===== src/rtl/tag_match_cache.sv =====
// tag_match_cache: small fully-associative tag table with allocate/dedupe,
// round-robin replacement when full, and a registered valid/ready lookup result.

// Per-entry comparator: one instance per stored tag, checked against both
// the lookup tag and the allocation tag in the same cycle.
module tag_match_entry #(
   parameter int TAG_W = 8
) (
   input  logic             vld,
   input  logic [TAG_W-1:0] tag,
   input  logic [TAG_W-1:0] lookup_tag,
   input  logic [TAG_W-1:0] alloc_tag,
   output logic             lk_hit,
   output logic             al_hit
);
   assign lk_hit = vld && (tag == lookup_tag);
   assign al_hit = vld && (tag == alloc_tag);
endmodule

module tag_match_cache #(
   parameter int TAG_W = 8,
   parameter int DEPTH = 4,
   localparam int IDX_W = $clog2(DEPTH)
) (
   input  logic             clk,
   input  logic             rst_n,
   input  logic             flush,
   input  logic             alloc_valid,
   input  logic [TAG_W-1:0] alloc_tag,
   input  logic             lookup_valid,
   input  logic [TAG_W-1:0] lookup_tag,
   output logic             lookup_ready,
   output logic             res_valid,
   input  logic             res_ready,
   output logic             res_hit,
   output logic [IDX_W-1:0] res_idx,
   output logic [IDX_W:0]   occupancy
);
   localparam logic [IDX_W:0] FULL = (IDX_W+1)'(DEPTH);

   logic [DEPTH-1:0][TAG_W-1:0] tags_q, tags_d;
   logic [DEPTH-1:0]            valid_q, valid_d;
   logic [IDX_W-1:0]            victim_q, victim_d;
   logic [IDX_W:0]              occ_q, occ_d;
   logic                        res_valid_q, res_valid_d;
   logic                        res_hit_q, res_hit_d;
   logic [IDX_W-1:0]            res_idx_q, res_idx_d;

   logic [DEPTH-1:0] lk_match, al_match;
   logic [IDX_W-1:0] lk_idx, free_idx;
   logic             lk_accept;

   // All matching is against the pre-edge table, so a same-cycle alloc or
   // flush never influences the lookup result.
   for (genvar g = 0; g < DEPTH; g++) begin : g_ent
      tag_match_entry #(.TAG_W(TAG_W)) u_ent (
         .vld       (valid_q[g]),
         .tag       (tags_q[g]),
         .lookup_tag(lookup_tag),
         .alloc_tag (alloc_tag),
         .lk_hit    (lk_match[g]),
         .al_hit    (al_match[g])
      );
   end

   // Lowest-index encoders: first matching entry and first free slot.
   always_comb begin
      lk_idx   = '0;
      free_idx = '0;
      for (int i = DEPTH - 1; i >= 0; i--) begin
         if (lk_match[i]) lk_idx = IDX_W'(i);
         if (!valid_q[i]) free_idx = IDX_W'(i);
      end
   end

   // Table update: flush wins over alloc; alloc dedupes, fills the lowest
   // hole, or replaces the victim and advances it when full.
   always_comb begin
      tags_d   = tags_q;
      valid_d  = valid_q;
      victim_d = victim_q;
      occ_d    = occ_q;
      if (flush) begin
         valid_d  = '0;
         victim_d = '0;
         occ_d    = '0;
      end else if (alloc_valid && !(|al_match)) begin
         if (occ_q != FULL) begin
            tags_d[free_idx]  = alloc_tag;
            valid_d[free_idx] = 1'b1;
            occ_d             = occ_q + (IDX_W+1)'(1);
         end else begin
            tags_d[victim_q] = alloc_tag;
            victim_d         = victim_q + IDX_W'(1);
         end
      end
   end

   // Result stage: load on accept, drop valid after a handshake with no
   // replacement, otherwise hold steady under backpressure.
   assign lookup_ready = !res_valid_q || res_ready;
   assign lk_accept    = lookup_valid && lookup_ready;

   always_comb begin
      res_valid_d = res_valid_q;
      res_hit_d   = res_hit_q;
      res_idx_d   = res_idx_q;
      if (lk_accept) begin
         res_valid_d = 1'b1;
         res_hit_d   = |lk_match;
         res_idx_d   = lk_idx;
      end else if (res_ready) begin
         res_valid_d = 1'b0;
      end
   end

   // Control state with synchronous reset; reset also discards a pending result.
   always_ff @(posedge clk) begin
      if (!rst_n) begin
         valid_q     <= '0;
         victim_q    <= '0;
         occ_q       <= '0;
         res_valid_q <= 1'b0;
         res_hit_q   <= 1'b0;
         res_idx_q   <= '0;
      end else begin
         valid_q     <= valid_d;
         victim_q    <= victim_d;
         occ_q       <= occ_d;
         res_valid_q <= res_valid_d;
         res_hit_q   <= res_hit_d;
         res_idx_q   <= res_idx_d;
      end
   end

   // Tag storage needs no reset: entries are qualified by their valid bits.
   always_ff @(posedge clk) begin
      tags_q <= tags_d;
   end

   assign res_valid = res_valid_q;
   assign res_hit   = res_hit_q;
   assign res_idx   = res_idx_q;
   assign occupancy = occ_q;
endmodule


===== config.mk =====
export PLATFORM = sky130hd
export DESIGN_NAME = tag_match_cache
export DESIGN_NICKNAME = d
export VERILOG_FILES = /design/src/rtl/tag_match_cache.sv
export SDC_FILE = /design/constraint.sdc
export NUM_CORES = 1
export LEC_CHECK = 0
export BUFFER_PORTS_ARGS = -buffer_cell sky130_fd_sc_hd__buf_2
export CORE_UTILIZATION = 30
export DETAILED_ROUTE_END_ITERATION = 10
export GPL_TIMING_DRIVEN = 0
export REMOVE_ABC_BUFFERS = 1
export SLEW_MARGIN = 10
export SYNTH_ARGS = -nofsm -noshare
export SYNTH_HDL_FRONTEND = slang
export SYNTH_SLANG_ARGS = --single-unit

===== constraint.sdc =====
create_clock -name clk -period 5.99 [get_ports clk]
set_input_delay 0 -clock clk [delete_from_list [all_inputs] [get_ports clk]]
set_output_delay 0 -clock clk [all_outputs]
set_load 0.01 [all_outputs]

==> results of run 1 <==
-- stage by stage --
step                power (mW)  cell area (µm²)  worst slack, ps  hold WS (ps)  util (%)
global route             0.621             2980             3230           144      34.2
floorplan                0.388             2580             3850           122         -
global placement         0.418             2870             3440           261      32.9
finish                   0.600             2980             3360           111      34.2
CTS                      0.605             2980             3400           114      34.2
detailed placement       0.420             2870             3410           268      32.9
-- layer usage --
metal	vias up	global-route usage (%)	routed length (µm)
met5	-	0	0
met4	0	4.48	83
met3	7	2.82	298
met2	45	21.5	2790
met1	890	17.9	2800
li1	917	-	-
-- state kept, by name, indices dropped and copies added (netlist names) --
name,count
res_hit,1
tags_q,32
victim_q,2
res_valid,1
res_idx,2
occupancy,3
valid_q,4
-- cells in the final DEF, fill, tap and decap left out, drive strengths merged, types with 3 or more instances in the layout --
cell type and instances:
xnor2 50, edfxtp 32, buf 29, nor2b 26
nand2 19, xor2 14, dfxtp 13, and2 11
nor3 10, nand4 9, nand3 8, nor2 8
inv 6, a21oi 6, ha 6, clkbuf 6
o31ai 5, a31oi 3, dlygate4sd3 3
-- power by group --
group          total (mW)  internal, mW  switching (mW)
logic              0.0732        0.0330          0.0403
registers           0.340         0.336         0.00412
clock network       0.186        0.0822           0.104
total               0.600         0.451           0.148
-- tightest hold or removal path, stage by stage --
cell and delay (ps):
buf_2 100, nor2b_1 120, nand2_1 90, mux2i_1 50
-- repair_timing --
item,CTS,global route
resized for setup,0,0
endpoints found under the setup margin,0,0
hold buffers,3,0
endpoints found under the hold margin,4,0
-- logic make-up after synthesis --
kind of cell,Yosys count,share of synthesized area [%]
xor gates and xnor gates,64,20.8
buffers and inverters,27,5.05
muxes,2,0.742
adders and majority gates,6,2.78
DFF,45,45.2
AOI/OAI and AO/OA,19,4.64
and+or+nand+nor,101,20.8
-- how the worst max path moves through the flow --
stage,from,end,slack (ps),cells past startpoint
6_report,tags_q[13],tags_q[1],3360,6
5_1_grt,tags_q[8],tags_q[1],3230,6
4_1_cts,tags_q[8],tags_q[1],3400,6
3_5_place_dp,tags_q[8],tags_q[2],3410,6
3_3_place_gp,tags_q[8],tags_q[2],3440,6
2_1_floorplan,tags_q[8],tags_q[0],3850,6
-- Yosys cell counts, types with 2 or more instances --
cell type	n	area share (%)
buf_2	4	0.74
and2_1	11	2.5
nand4_1	9	2.1
inv_1	6	0.83
o31ai_1	5	1.4
nand2_1	19	2.6
nor2b_1	26	6.0
clkbuf_1	11	1.5
nor3_1	10	1.9
dfxtp_1	13	9.6
a31oi_1	3	0.70
nor2_1	8	1.1
a21oi_1	6	1.1
xnor2_1	50	16
buf_4	2	0.56
nand2b_1	2	0.46
buf_6	3	1.3
edfxtp_1	32	36
nand3_1	8	1.5
mux2i_1	2	0.74
ha_1	6	2.8
xor2_1	14	4.5
-- cell type report --
type | count | area (µm²) | share of cell area [%]
multi-input cells | 192 | 1340 | 45.0
repair buffers | 32 | 175 | 5.87
flip-flops and latches | 45 | 1220 | 40.9
clock buffers | 6 | 72.6 | 2.43
clock inverters | 2 | 15.0 | 0.503
well taps | 108 | 135 | 4.53
inverters | 6 | 22.5 | 0.755
==> run_results.csv, run 1 <==
group,metric,value,unit
status,status,"finished, final reports clean",
clocking,cts_root_buf,"clkbuf_8",
setup_path,critPathArrivalTime,2560,ps
yosys,synth-seq-cells,45,
yosys,yosys_warnings,0,
setup_path,end_kind,"flip-flop",
global_routing,grt_first_pass_wirelength,9.53,mm
floorplan,die_h,96.8,µm
route,avgRoutedWirePerCell,15.3,µm
worst_hold_path,holdPathStages,4,
power_and_ir_drop,power_density,201,nW/µm²
timing,rsz0062_at_grt,"no",
setup_path,worstReg2RegEnd,"tags_q[1]",
yosys,synth.avg_cell_area,10.2,µm²
cells_and_area,layout.nets,310,
setup_path,crit_chain,"xnor2_1 -> nand4_1 -> o31ai_1 -> and4bb_1 -> or2b_1 -> nor2b_1",
floorplan,core_area,8720,µm²
cells_and_area,fin_cells,391,
placement,post-place-cells,380,
yosys,seq_area_frac_synth,45.2,%
yosys,ys_types,36,
clocking,cts_tree,"yes",
timing,maxSlewHeadroom,44.7,%
route,firstDrtPassIters,4,
timing,finalSetupTns,0,ps
worst_hold_path,worstHoldStart,"flush",
cells_and_area,num_antenna_cells,0,
yosys,async_flop_share,0,%
global_routing,antenna_found_initial,0,
route,drtIter0Drc,79,
timing,skew,7.60,ps
clocking,cts.sinks,45,
timing,finalCriticalPeriod,2630,ps
timing,finalCritPeriodShare,43.9,%
cells_and_area,drive_gt1_share,13.1,%
floorplan,placementRows,34,
cells_and_area,area_delta_synth_final,10.5,%
floorplan,ios,30,
route,avgViaCountPerCell,4.75,
clocking,post_cts_buffers,0,
timing,setup_viol,0,
job,drv_cap,0,
placement,port_buffers,29,
timing,worst_pin_slew,830,ps
setup_path,path_class,"reg -> reg",
power_and_ir_drop,vdd.ir_drop.worst,0.0000829,V
global_routing,grt_pass1_vias,1811,
clocking,h-tree-depth,2,
setup_path,max_stage_delay,670,ps
worst_hold_path,holdPathEnd,"occupancy[0]",
route,wl,5.96,mm
floorplan,dieArea,9380,µm²
clocking,clkLatencyLatePin,300,ps
setup_path,crit_family,"simple AND/OR/NAND/NOR gates",
setup_path,regToRegSetupSlack,3360,ps
timing,fmax,380,MHz
route,ant_nets,0,
global_routing,grt.overflow.total,0,
timing,maxSlewViolCount,0,
route,vias,1859,
timing,hold_viol_final,0,
setup_path,r2r_cells,6,
worst_hold_path,hold_path.class,"in -> reg",
yosys,synth_cells,264,
setup_path,path_max_fanout,10,
floorplan,start_util,30.9,%
setup_path,start_kind,"flip-flop",
global_routing,grt_max_degree,15,
global_routing,grt_usage,13.4,%
placement,post-dp-hpwl,4.51,mm
clocking,clock_tree.buffer_depth,2,
clocking,clk_pin_slew_worst_paths,80,ps
setup_path,cp_num_buf_inv,0,
placement,gp_congestion,0.750,
clocking,numCtsBuffers,5,
yosys,syn-cell-area,2700,µm²
yosys,synth-edff-count,32,
setup_path,required,5920,ps
setup_path,slowest_stage,"nor2b_1",
floorplan,die_x,96.8,µm
route,drc_errors,0,
yosys,ys.flop_type,"edfxtp_1",
power_and_ir_drop,leakage,0.997,nW
cells_and_area,fillers,892,
setup_path,worstReg2RegStart,"tags_q[13]",
Note: power is estimated with default switching activity, not from simulation.
==> run 2: changes to the inputs <==
clock period = 2.7 ns   (was 5.99 ns; I/O delays follow)
==> run 2 against run 1 <==
  * Combinational power is 120% higher
  * Clock skew about the same
  * First-iteration DRC count rose by 1.3%
  * Non-clock buffer count did not move
==> run_results.csv, run 2 (synthesis results as in run 1) <==
group,metric,value,unit
clocking,post_cts_buffers,0,
placement,gp_congestion,0.750,
timing,maxSlewViolCount,0,
setup_path,path_max_fanout,10,
job,drv_cap,0,
clocking,cts.sinks,45,
clocking,cts_tree,"yes",
placement,post_dp_cell_area,2870,µm²
timing,hold_viol_final,0,
placement,post-dp-hpwl,4.51,mm
clocking,cts_root_buf,"clkbuf_8",
power_and_ir_drop,power_density,446,nW/µm²
timing,fmax,392,MHz
placement,port_buffers,29,
setup_path,slowest_stage,"nor2_1",
global_routing,grt_pass1_vias,1811,
power_and_ir_drop,vdd.ir_drop.worst,0.000184,V
global_routing,grt.overflow.total,0,
timing,maxSlewHeadroom,44.7,%
route,vias,1863,
timing,skew,7.59,ps
clocking,h-tree-depth,2,
clocking,clkLatencyLatePin,300,ps
setup_path,crit_chain,"xnor2_1 -> nand4_1 -> nor3_1 -> and4bb_1 -> or2b_1 -> nor2_1",
cells_and_area,final_cell_mix,"xnor2_1 (50), edfxtp_1 (32), buf_2 (29)",
cells_and_area,largest_register_ffs,32,
timing,worst_pin_slew,830,ps
route,avgRoutedWirePerCell,15.2,µm
power_and_ir_drop,leakage,0.999,nW
cells_and_area,top_register,"tags_q",
route,drtIter0Drc,80,
floorplan,placementRows,34,
cells_and_area,final_common_cell,"xnor2_1",
route,wl,5.95,mm
clocking,numCtsBuffers,5,
route,avgViaCountPerCell,4.76,
global_routing,antenna_found_initial,0,
cells_and_area,area_delta_synth_final,10.6,%
timing,finalCriticalPeriod,2550,ps
clocking,clock_tree.buffer_depth,2,
floorplan,dieArea,9380,µm²
floorplan,ios,30,
setup_path,end_kind,"flip-flop",
floorplan,die_h,96.8,µm
setup_path,required,2630,ps
cells_and_area,final_util,34.2,%
setup_path,critPathArrivalTime,2480,ps
route,firstDrtPassIters,4,
setup_path,path_class,"reg -> reg",
setup_path,start_kind,"flip-flop",
floorplan,die_x,96.8,µm
floorplan,start_util,30.9,%
cells_and_area,num_antenna_cells,0,
timing,finalCritPeriodShare,94.5,%
timing,setup_viol,0,
global_routing,grt_first_pass_wirelength,9.53,mm
timing,holdWs,111,ps
clocking,clk_pin_slew_worst_paths,80,ps
global_routing,grt_max_degree,15,
status,status,"finished, final reports clean",
global_routing,grt_usage,13.4,%
worst_hold_path,hold_path.class,"in -> reg",
floorplan,core_area,8720,µm²
cells_and_area,layout.nets,310,
route,ant_nets,0,
cells_and_area,drive_gt1_share,13.4,%
timing,rsz0062_at_grt,"no",
route,drc_errors,0,
setup_path,max_stage_delay,580,ps
cells_and_area,design_area,2990,µm²
timing,finalSetupTns,0,ps
cells_and_area,fillers,892,
[run 2: cell count changes in the layout (fill, tap and decap cells not counted)]
cell and change:
nor2b_1 -1, nor2b_2 +1
[run 2: worst max-delay path: cells and delay by family, from the launching register on]
family | cells | cell delay, ps
and+or+nand+nor | 5 | 1590
xor gates and xnor gates | 1 | 160
DFF | 1 | 430
[run 2: per-layer routing]
metal	share of wire, %	GRT usage [%]	wire length (µm)
met1	46	17.9	2770
met2	47	21.5	2790
met3	5.2	2.82	308
met4	1.4	4.48	83
met5	0	0	0
[run 2: cell type report]
cell class | count | area (µm²) | share of cell area (%)
sequential | 45 | 1220 | 40.9
tap | 108 | 135 | 4.53
timing repair buffer | 32 | 175 | 5.87
clock inverter | 2 | 15.0 | 0.503
multi-input combinational | 192 | 1340 | 45.0
inverter | 6 | 22.5 | 0.754
clock buffer | 6 | 72.6 | 2.43
[run 2: power breakdown]
group / internal (mW) / total (mW) / switching [mW]
sequential: 0.746 / 0.755 / 0.00913
combinational: 0.0734 / 0.163 / 0.0895
clock: 0.182 / 0.413 / 0.230
total: 1.00 / 1.33 / 0.329
[run 2: timing repair]
action / in CTS / in global routing
resized for setup: 0 / 1
hold endpoints to repair: 4 / 0
hold buffers: 3 / 0
setup endpoints to repair: 0 / 8
[run 2: worst paths after layout]
path | endpoint | cells past startpoint | startpoint | slack (ps)
setup / recovery | tags_q[8] | 6 | tags_q[3] | 150
hold / removal | occupancy[0] | 4 | flush | 110
setup reg to reg | tags_q[8] | 6 | tags_q[3] | 150
hold reg to reg | occupancy[0] | 2 | occupancy[0] | 490
[run 2: through the flow]
| stage | worst slack (ps) | instances | power (mW) |
|---|---|---|---|
| after floorplan | 563 | 243 | 0.862 |
| after global placement | 154 | 380 | 0.928 |
| after detailed placement | 123 | 380 | 0.932 |
| after CTS | 112 | 391 | 1.34 |
| after global routing | 30.7 | 391 | 1.38 |
| final | 149 | 391 | 1.33 |
